==> config.mk <==
export PLATFORM = sky130hd
export DESIGN_NAME = note_sequencer
export DESIGN_NICKNAME = d
export VERILOG_FILES = /design/src/rtl/note_sequencer_pkg.sv /design/src/rtl/note_period_lut.sv /design/src/rtl/note_sequencer.sv
export SDC_FILE = /design/constraint.sdc
export NUM_CORES = 1
export LEC_CHECK = 0
export ABC_AREA = 0
export CAP_MARGIN = 20
export CORE_ASPECT_RATIO = 0.5
export CORE_UTILIZATION = 30
export CTS_CLUSTER_SIZE = 12
export DETAILED_ROUTE_END_ITERATION = 8
export GPL_TIMING_DRIVEN = 0
export SLEW_MARGIN = 20
export SYNTH_ARGS = -nofsm -noshare
export SYNTH_HDL_FRONTEND = slang
export SYNTH_HIERARCHICAL = 1
export SYNTH_SLANG_ARGS = --single-unit
export TNS_END_PERCENT = 5
==> constraint.sdc <==
create_clock -name clk -period 2.2 [get_ports clk]
set_clock_uncertainty 0.2 [all_clocks]
set_input_delay 0.66 -clock clk [delete_from_list [all_inputs] [get_ports clk]]
set_output_delay 0.66 -clock clk [all_outputs]
set_load 0.02 [all_outputs]
==> src/rtl/note_sequencer_pkg.sv <==
// Shared types, field widths and the equal-tempered note table for the tone sequencer.
package note_sequencer_pkg;

    localparam int unsigned NOTE_W     = 6;
    localparam int unsigned DUR_W      = 4;
    localparam int unsigned ENTRY_W    = NOTE_W + DUR_W;
    localparam int unsigned PERIOD_W   = 21;
    localparam int unsigned UNIT_W     = 5;
    localparam int unsigned NOTE_COUNT = 48;

    localparam logic [NOTE_W-1:0] END_CODE  = 6'h3F;
    localparam logic [NOTE_W-1:0] REST_CODE = 6'h00;

    typedef enum logic [2:0] {
        S_IDLE,
        S_FETCH,
        S_DECODE,
        S_PLAY,
        S_GAP,
        S_DONE
    } seq_state_t;

    typedef logic [63:0][PERIOD_W-1:0] period_tab_t;

    // Codes 1..48 = C3..B6, frequencies in mHz (A4 = 440 Hz).
    function automatic longint unsigned note_mhz(input int code);
        case (code)
            1:  return 130813;   2:  return 138591;   3:  return 146832;   4:  return 155563;
            5:  return 164814;   6:  return 174614;   7:  return 184997;   8:  return 195998;
            9:  return 207652;   10: return 220000;   11: return 233082;   12: return 246942;
            13: return 261626;   14: return 277183;   15: return 293665;   16: return 311127;
            17: return 329628;   18: return 349228;   19: return 369994;   20: return 391995;
            21: return 415305;   22: return 440000;   23: return 466164;   24: return 493883;
            25: return 523251;   26: return 554365;   27: return 587330;   28: return 622254;
            29: return 659255;   30: return 698456;   31: return 739989;   32: return 783991;
            33: return 830609;   34: return 880000;   35: return 932328;   36: return 987767;
            37: return 1046502;  38: return 1108731;  39: return 1174659;  40: return 1244508;
            41: return 1318510;  42: return 1396913;  43: return 1479978;  44: return 1567982;
            45: return 1661219;  46: return 1760000;  47: return 1864655;  48: return 1975533;
            default: return 0;
        endcase
    endfunction

    // Elaboration-time table: period = round(clk_freq / f); everything outside 1..48 is silent.
    function automatic period_tab_t build_period_tab(input longint unsigned clk_freq);
        period_tab_t       tab;
        longint unsigned   f;
        longint unsigned   p;
        tab = '0;
        for (int i = 0; i < 64; i++) begin
            f = note_mhz(i);
            if (i != int'(REST_CODE) && i <= int'(NOTE_COUNT) && f != 0) begin
                p = (clk_freq * 64'd1000 + f / 64'd2) / f;
                tab[i[5:0]] = PERIOD_W'(p);
            end
        end
        return tab;
    endfunction

endpackage

==> src/rtl/note_period_lut.sv <==
// Constant ROM mapping a note code to its PWM period in clock cycles.
module note_period_lut
    import note_sequencer_pkg::*;
#(
    parameter int unsigned CLK_FREQ = 12_000_000
) (
    input  logic [NOTE_W-1:0]   code,
    output logic [PERIOD_W-1:0] period
);

    localparam period_tab_t PERIOD_TAB = build_period_tab(64'(CLK_FREQ));

    assign period = PERIOD_TAB[code];

endmodule

==> src/rtl/note_sequencer.sv <==
// Song sequencer: walks the song ROM, drives the PWM period/duty and times each note and gap.
//  state    | meaning
//  S_IDLE   | stopped, outputs silent, waits for start
//  S_FETCH  | ROM read issued at idx
//  S_DECODE | ROM word valid; end marker or load new note
//  S_PLAY   | note sounding for (dur+1) units
//  S_GAP    | articulation silence, period held, duty 0
//  S_DONE   | song finished, waits for start
module note_sequencer
    import note_sequencer_pkg::*;
#(
    parameter int unsigned CLK_FREQ  = 12_000_000,
    parameter int unsigned ADDR_W    = 8,
    parameter int unsigned TICK_DIV  = 750_000,
    parameter int unsigned GAP_TICKS = 1
) (
    input  logic                clk,
    input  logic                reset,
    input  logic                start,
    input  logic                stop,
    input  logic                loop_en,
    output logic [ADDR_W-1:0]   rom_addr,
    output logic                rom_en,
    input  logic [ENTRY_W-1:0]  rom_data,
    output logic [PERIOD_W-1:0] period,
    output logic [PERIOD_W-1:0] duty_cycle,
    output logic                note_strobe,
    output logic                busy,
    output logic                done
);

    localparam int unsigned        TICK_W    = (TICK_DIV > 1) ? $clog2(TICK_DIV) : 1;
    localparam logic [TICK_W-1:0]  TICK_LOAD = TICK_W'(TICK_DIV - 1);
    localparam logic [UNIT_W-1:0]  GAP_LOAD  = UNIT_W'(GAP_TICKS - 1);

    seq_state_t          state;
    logic [ADDR_W-1:0]   idx;
    logic [TICK_W-1:0]   tick_cnt;
    logic [UNIT_W-1:0]   unit_cnt;
    logic [PERIOD_W-1:0] lut_period;
    logic [NOTE_W-1:0]   code;
    logic [DUR_W-1:0]    dur;
    logic                time_up;
    logic                last_idx;

    assign code     = rom_data[ENTRY_W-1 -: NOTE_W];
    assign dur      = rom_data[DUR_W-1:0];
    assign time_up  = (tick_cnt == '0) && (unit_cnt == '0);
    assign last_idx = &idx;
    assign rom_addr = idx;

    note_period_lut #(.CLK_FREQ(CLK_FREQ)) u_lut (
        .code   (code),
        .period (lut_period)
    );

    always_ff @(posedge clk or negedge reset) begin
        if (!reset) begin
            state       <= S_IDLE;
            idx         <= '0;
            tick_cnt    <= '0;
            unit_cnt    <= '0;
            rom_en      <= 1'b0;
            period      <= '0;
            duty_cycle  <= '0;
            note_strobe <= 1'b0;
            busy        <= 1'b0;
            done        <= 1'b0;
        end else begin
            note_strobe <= 1'b0;
            done        <= 1'b0;
            if (stop) begin
                state      <= S_IDLE;
                rom_en     <= 1'b0;
                period     <= '0;
                duty_cycle <= '0;
                busy       <= 1'b0;
            end else begin
                case (state)
                    S_IDLE, S_DONE: begin
                        if (start) begin
                            state  <= S_FETCH;
                            idx    <= '0;
                            rom_en <= 1'b1;
                            busy   <= 1'b1;
                        end
                    end
                    S_FETCH: begin
                        rom_en <= 1'b0;
                        state  <= S_DECODE;
                    end
                    S_DECODE: begin
                        if (code == END_CODE) begin
                            if (loop_en) begin
                                state  <= S_FETCH;
                                idx    <= '0;
                                rom_en <= 1'b1;
                            end else begin
                                state      <= S_DONE;
                                period     <= '0;
                                duty_cycle <= '0;
                                busy       <= 1'b0;
                                done       <= 1'b1;
                            end
                        end else begin
                            state       <= S_PLAY;
                            period      <= lut_period;
                            duty_cycle  <= lut_period >> 1;
                            note_strobe <= 1'b1;
                            tick_cnt    <= TICK_LOAD;
                            unit_cnt    <= {1'b0, dur};
                        end
                    end
                    S_PLAY, S_GAP: begin
                        if (!time_up) begin
                            if (tick_cnt == '0) begin
                                tick_cnt <= TICK_LOAD;
                                unit_cnt <= unit_cnt - 1'b1;
                            end else begin
                                tick_cnt <= tick_cnt - 1'b1;
                            end
                        end else if (state == S_PLAY && GAP_TICKS > 0) begin
                            state      <= S_GAP;
                            duty_cycle <= '0;
                            tick_cnt   <= TICK_LOAD;
                            unit_cnt   <= GAP_LOAD;
                        end else if (last_idx && !loop_en) begin
                            // Last ROM slot finished without an end marker: treat as end of song.
                            state      <= S_DONE;
                            period     <= '0;
                            duty_cycle <= '0;
                            busy       <= 1'b0;
                            done       <= 1'b1;
                        end else begin
                            state  <= S_FETCH;
                            idx    <= last_idx ? '0 : idx + 1'b1;
                            rom_en <= 1'b1;
                        end
                    end
                    default: begin
                        state <= S_IDLE;
                        busy  <= 1'b0;
                    end
                endcase
            end
        end
    end

endmodule

==> summary.txt, run 1 <==
Outcome
  • Status: finished with violations
  • Failing checks: setup timing

STA
  • Hold Vio Cnt, Final: 0
  • Final setup fails: 74
  • Fin crit share: 115%
  • RSZ-0062 raised after global routing: yes
  • Final worst slack: -0.323 ns
  • Max Slew Vio Count: 0
  • Final Critical Period: 2.52 ns
  • Achievable Freq: 396 MHz
  • Slew headroom: 57.2%
  • Slew @ Worst Pin: 0.640 ns

Synth
  • Synth unique cells: 82
  • Syn. warnings: 6
  • Most used DFF post-synth: dfrtp_1
  • Netlist Area Pre-Place: 5400 µm²
  • Yosys reg bits: 81
  • Post-synthesis sequential area ratio: 37.6%
  • Post-synth EDFFs: 0
  • Post-Syn Instances: 594
  • Async set-reset flop share out of synthesis: 100%
  • Syn Area/Cell: 9.08 µm²

Power and ir drop
  • Pwr/cell area: 622 nW/µm²
  • Pleak: 3.42 nW
  • Peak VDD IR: 0.369 mV

Finish
  • Fill count: 1696
  • Diode count: 0
  • Layout cells sized above 1: 23.3%
  • Final Util: 42.4%
  • Final #Nets: 722
  • Commonest non-fill, non-tap cell in the layout: dfrtp_1
  • Most frequent cells in the layout: 80 x dfrtp_1, 41 x a22o_1, 35 x nor2_1
  • Area growth, synth to finish: 37.3%

Floorplan
  • Core ar.: 17500 µm²
  • Die Wd: 192 µm
  • I/O pins: 69
  • Rows: 34
  • Die Y-Extent: 96.8 µm
  • Die area: 18600 µm²
  • Initial Util: 30.9%

Drt
  • Iteration count of the initial detailed-routing pass: 9
  • DRT iter0 DRCs: 432
  • Post-Route WL: 17300 µm
  • Drt via density: 5.63
  • Vias: 5250
  • Final ANT Viol Nets: 0
  • Number of remaining DRC errors: 0
  • Detailed-route wire length per cell: 18.6 µm

Global routing
  • Vias in the first global route: 5109
  • Largest net degree at the start of global routing: 54
  • Gr usage total: 19.2%
  • Total global routing overflow: 0
  • Initial antenna violation count: 0
  • First-pass GRT wire length: 28100 µm

Setup path
  • Worst Path Arrival: 2.55 ns
  • R2R depth: 8
  • Worst Path Required: 2.23 ns
  • CP endpoint kind: register
  • Crit path launch type: register
  • Critical Path Fanout Max: 5
  • CP Class: register to register

Clocking
  • Sink Count: 81
  • Worst-Skew Late Latency: 0.35 ns
  • Cts-stage hold buffer count: 0
  • Number of H-tree levels: 3
  • Reg clk slew, reported paths: 0.06 ns
  • Cts bufs inserted: 9
  • CTS tree: yes
  • Root Buffer: clkbuf_16
  • CTS max path bufs: 2

Place
  • GP Congestion: 0.921
  • HPWL after DPL: 12000 µm
  • Setup slack at placement: -1.36 ns
  • Port Buf Inserts: 67

Hold path
  • Worst Hold Class: input port to asynchronous set/reset pin

Job
  • Max_cap viols: 0
-- report_power, final --
group	total (mW)	internal, mW	switching (mW)
sequential	1.74	1.61	0.128
clock	1.67	1.03	0.639
combinational	1.20	0.519	0.679
total	4.61	3.16	1.45
-- per-layer routing --
metal	wire, µm	track usage, %	share of wire (%)	vias up
met5	0	0	0	-
met4	306	5.62	1.8	0
met3	1040	3.92	6.0	31
met2	7900	29.5	46	180
met1	8080	26.9	47	2564
li1	-	-	-	2475
-- state kept, by name (all words and copies together) (netlist names) --
name and count:
rom_addr 8, state 3, note_strobe 1, unit_cnt 5, busy 1, period 21
tick_cnt 20, done 1, rom_en 1, duty_cycle 20
-- repair_timing --
action,in CTS,in global routing
cloned,2,0
endpoints found under the setup margin,100,103
resized for setup,126,63
pin swaps,14,9
buffers inserted,7,9
-- path summary, 6_finish.rpt --
| kind | start | end | slack, ns |
|---|---|---|---|
| worst min-delay path | reset | period[19] | 0.04 |
| worst max-delay path | unit_cnt[0] | period[16] | -0.32 |
| min in group clk | duty_cycle[8] | duty_cycle[8] | 0.29 |
| worst min register to register | duty_cycle[8] | duty_cycle[8] | 0.29 |
| max in group asynchronous | reset | tick_cnt[8] | 1.13 |
| worst max register to register | unit_cnt[0] | period[16] | -0.32 |
-- worst max-delay path: stages (launching register included) --
cell and delay [ns]:
dfrtp_1 0.40, inv_2 0.10, ha_4 0.12, or4b_4 0.49, or3_4 0.41, nor2_4 0.14
a31oi_4 0.17, buf_6 0.19, a22o_1 0.18
-- through the flow --
step / TNS (ns) / std cells / power [mW] / hold slack, ns / cell area [µm²]
detailed placement: -87.21 / 899 / 2.76 / 0.278 / 6480
CTS: -12.58 / 924 / 4.55 / 0.0426 / 7150
global placement: -309.42 / 898 / 2.74 / 0.283 / 6460
floorplan: -6.67 / 597 / 2.37 / 0.164 / 5490
finish: -14.12 / 933 / 4.61 / 0.0397 / 7410
global route: -20.17 / 933 / 4.82 / 0.0604 / 7410
-- cells by family after synthesis --
family / share of synthesized area, %
AOI/OAI and AO/OA: 30.2
and+or+nand+nor: 18.6
DFF: 37.6
buffers and inverters: 7.21
muxes: 3.11
adders and majority gates: 3.01
other: 0.139
xor gates and xnor gates: 0.162
-- synthesized netlist by cell type (6+ instances only) --
library cell	n	area, µm²
nor2b_1	7	43.8
and3_1	6	37.5
or3_1	15	93.8
clkbuf_1	22	82.6
a31oi_1	14	87.6
o31ai_1	23	173
mux2i_1	10	100
inv_1	20	75.1
o21a_1	6	45.0
o21ai_0	35	175
ha_1	13	163
nand2_1	19	71.3
nand3_1	19	95.1
nor2_1	38	143
buf_2	24	120
nand2b_1	14	87.6
dfrtp_1	81	2030
a22o_1	41	359
nor3_1	15	75.1
a211oi_1	14	105
a21oi_1	30	150
or4_1	9	67.6
buf_4	7	52.6
-- final cells by class --
class | instances | area [µm²] | share of cell area (%)
Buffer | 58 | 473 | 6.39
Clock buffer | 10 | 239 | 3.23
Clock inverter | 6 | 90.1 | 1.22
Inverter | 22 | 93.8 | 1.27
Multi-Input combinational cell | 436 | 3320 | 44.9
Sequential cell | 81 | 2030 | 27.4
Tap cell | 234 | 293 | 3.95
Timing Repair Buffer | 86 | 866 | 11.7
No activity file was read; power rests on OpenSTA's default activity.
==> inputs of run 2 (changes only) <==
- REMOVE_ABC_BUFFERS: not set -> 1
==> summary.txt, run 2 (synthesized netlist as in run 1, its figures left out) <==
Finish
  • Final #Nets: 681
  • Commonest non-fill, non-tap cell in the layout: dfrtp_1
  • Diode count: 0
  • Area growth, synth to finish: 33.2%
  • Final Util: 41.1%
  • Post-route cell area: 7190 µm²
  • Reg with most FFs: period
  • Largest regs: period (21), duty_cycle (20), tick_cnt (20)
  • Reg area: 2040 µm²
  • Max reg flops: 21
  • Fill count: 1682
  • Layout cells sized above 1: 18.6%
  • Multi-input gate area: 3320 µm²
  • Most frequent cells in the layout: 76 x dfrtp_1, 41 x a22o_1, 34 x nor2_1, 34 x o21ai_0, 28 x a21oi_1

Outcome
  • Status: finished with violations
  • Failing checks: setup timing

Global routing
  • Vias in the first global route: 4872
  • Gr usage total: 17.7%
  • Largest net degree at the start of global routing: 52
  • Total global routing overflow: 0
  • First-pass GRT wire length: 26100 µm
  • Initial antenna violation count: 0

Place
  • GP Congestion: 0.837
  • HPWL after DPL: 9940 µm
  • DP Area: 6220 µm²
  • Port Buf Inserts: 67

Setup path
  • Worst Path Required: 2.23 ns
  • WP buf/inv: 2
  • CP Class: register to register
  • Kind of cell adding the most delay to the critical path: simple AND/OR/NAND/NOR gates
  • Crit path launch type: register
  • CP endpoint kind: register
  • Worst Path Arrival: 2.54 ns
  • Critical Path Fanout Max: 6
  • Crit path cell chain: inv_2 -> ha_1 -> or4b_4 -> or3_4 -> nor2_4 -> a31oi_4 -> buf_8 -> a22o_1
  • Max incr delay on CP: 0.49 ns
  • Max stage delay cell, worst path: or4b_4

STA
  • Final Critical Period: 2.52 ns
  • Final worst slack: -0.316 ns
  • Fin crit share: 114%
  • Achievable Freq: 397 MHz
  • Final setup fails: 74
  • Slew @ Worst Pin: 0.721 ns
  • RSZ-0062 raised after global routing: yes
  • Max Slew Vio Count: 0
  • Slew headroom: 50.7%
  • Hold Vio Cnt, Final: 0

Drt
  • Number of remaining DRC errors: 0
  • Iteration count of the initial detailed-routing pass: 4
  • Detailed-route wire length per cell: 18.1 µm
  • Drt via density: 5.73
  • Post-Route WL: 16100 µm
  • Max layer used: met4
  • M1 WL: 7680 µm
  • Met3 routed WL: 593 µm
  • Final ANT Viol Nets: 0
  • DRT iter0 DRCs: 374
  • Routed wl met2: 7680 µm
  • Vias: 5102

Clocking
  • Sink Count: 81
  • Cts-stage hold buffer count: 0
  • Cts bufs inserted: 9
  • CTS max path bufs: 2
  • Root Buffer: clkbuf_16
  • Number of H-tree levels: 3
  • CTS tree: yes
  • Reg clk slew, reported paths: 0.06 ns
  • Worst-Skew Late Latency: 0.34 ns

Floorplan
  • I/O pins: 69
  • Die Y-Extent: 96.8 µm
  • Core ar.: 17500 µm²
  • Die area: 18600 µm²
  • Rows: 34
  • Die Wd: 192 µm
  • Initial Util: 30.9%

Hold path
  • Worst Hold Class: input port to asynchronous set/reset pin

Power and ir drop
  • Seq pwr share: 39.8%
  • Comb power frac: 24.8%
  • Sw frac: 31.1%
  • Clock power frac: 35.4%
  • Total Power: 4.41 mW
  • Pleak: 3.20 nW
  • Pint: 3.04 mW
  • Total net switching power: 1.37 mW
  • Peak VDD IR: 0.342 mV
  • Pwr/cell area: 614 nW/µm²

Job
  • Max_cap viols: 0
-- run 2: changes by cell type in the layout (fill, tap and decap cells not counted), moves of 5 or more --
cell,change
dlygate4sd2_1,-14
clkdlybuf4s50_1,+11
clkbuf_2,-10
buf_2,-9
buf_6,-7
o31ai_1,+7
o31ai_2,-7
buf_4,-6
o21ai_0,+5
-- run 2: power groups by stage --
| stage | sequential [mW] | combinational (mW) | clock (mW) |
|---|---|---|---|
| final | 1.75 | 1.10 | 1.56 |
| after global routing | 1.77 | 1.19 | 1.68 |
| after CTS | 1.75 | 1.07 | 1.61 |
| after detailed placement | 1.76 | 0.918 | 0 |
| after global placement | 1.76 | 0.874 | 0 |
| after floorplan | 1.79 | 0.477 | 0 |
-- run 2: stage by stage --
stage                     setup TNS [ns]  hold slack, ns  worst slack [ns]  std cells
after global routing              -21.98          0.0854            -0.381        891
after floorplan                   -71.18           0.164             -1.82        539
final                             -15.30          0.0642            -0.316        891
after CTS                         -19.85          0.0681            -0.344        890
after global placement           -516.78           0.281             -5.27        840
after detailed placement         -116.55           0.281             -1.79        849
-- run 2: timing repair --
item | CTS | global route
gates resized for setup | 83 | 47
pin swaps | 8 | 9
setup buffers | 21 | 1
gates cloned | 5 | 0
hold endpoints to repair | 0 | 0
setup endpoints to repair | 92 | 103
-- run 2: worst register-to-register path: stages, from the launching register on --
cell     delay [ns]
dfrtp_1        0.40
inv_2          0.06
ha_1           0.12
or4b_4         0.49
or3_4          0.41
nor2_4         0.14
a31oi_4        0.17
buf_8          0.21
a22o_1         0.19
-- run 2: per-layer routing --
layer  vias to the layer above  GRT usage, %
met5                         -             0
met4                         0          4.46
met3                        18          2.47
met2                       116          28.6
met1                      2576          24.6
li1                       2392             -
-- run 2: worst paths after layout --
check	slack (ns)	cells past startpoint	startpoint	endpoint
min	0.06	1	reset	duty_cycle[16]
max in group asynchronous	1.09	2	reset	state[1]
min in group clk	0.29	1	period[3]	period[3]
min reg2reg	0.29	1	period[3]	period[3]
max	-0.32	8	unit_cnt[1]	period[20]
max reg2reg	-0.32	8	unit_cnt[1]	period[20]
-- run 2: area by class of cell --
cell class / count / share of cell area, %
Multi-Input combinational cell: 438 / 46.3
Sequential cell: 81 / 28.4
Timing Repair Buffer: 101 / 15.7
Tap cell: 234 / 4.07
Clock buffer: 11 / 3.52
Inverter: 22 / 1.31
Clock inverter: 4 / 0.714
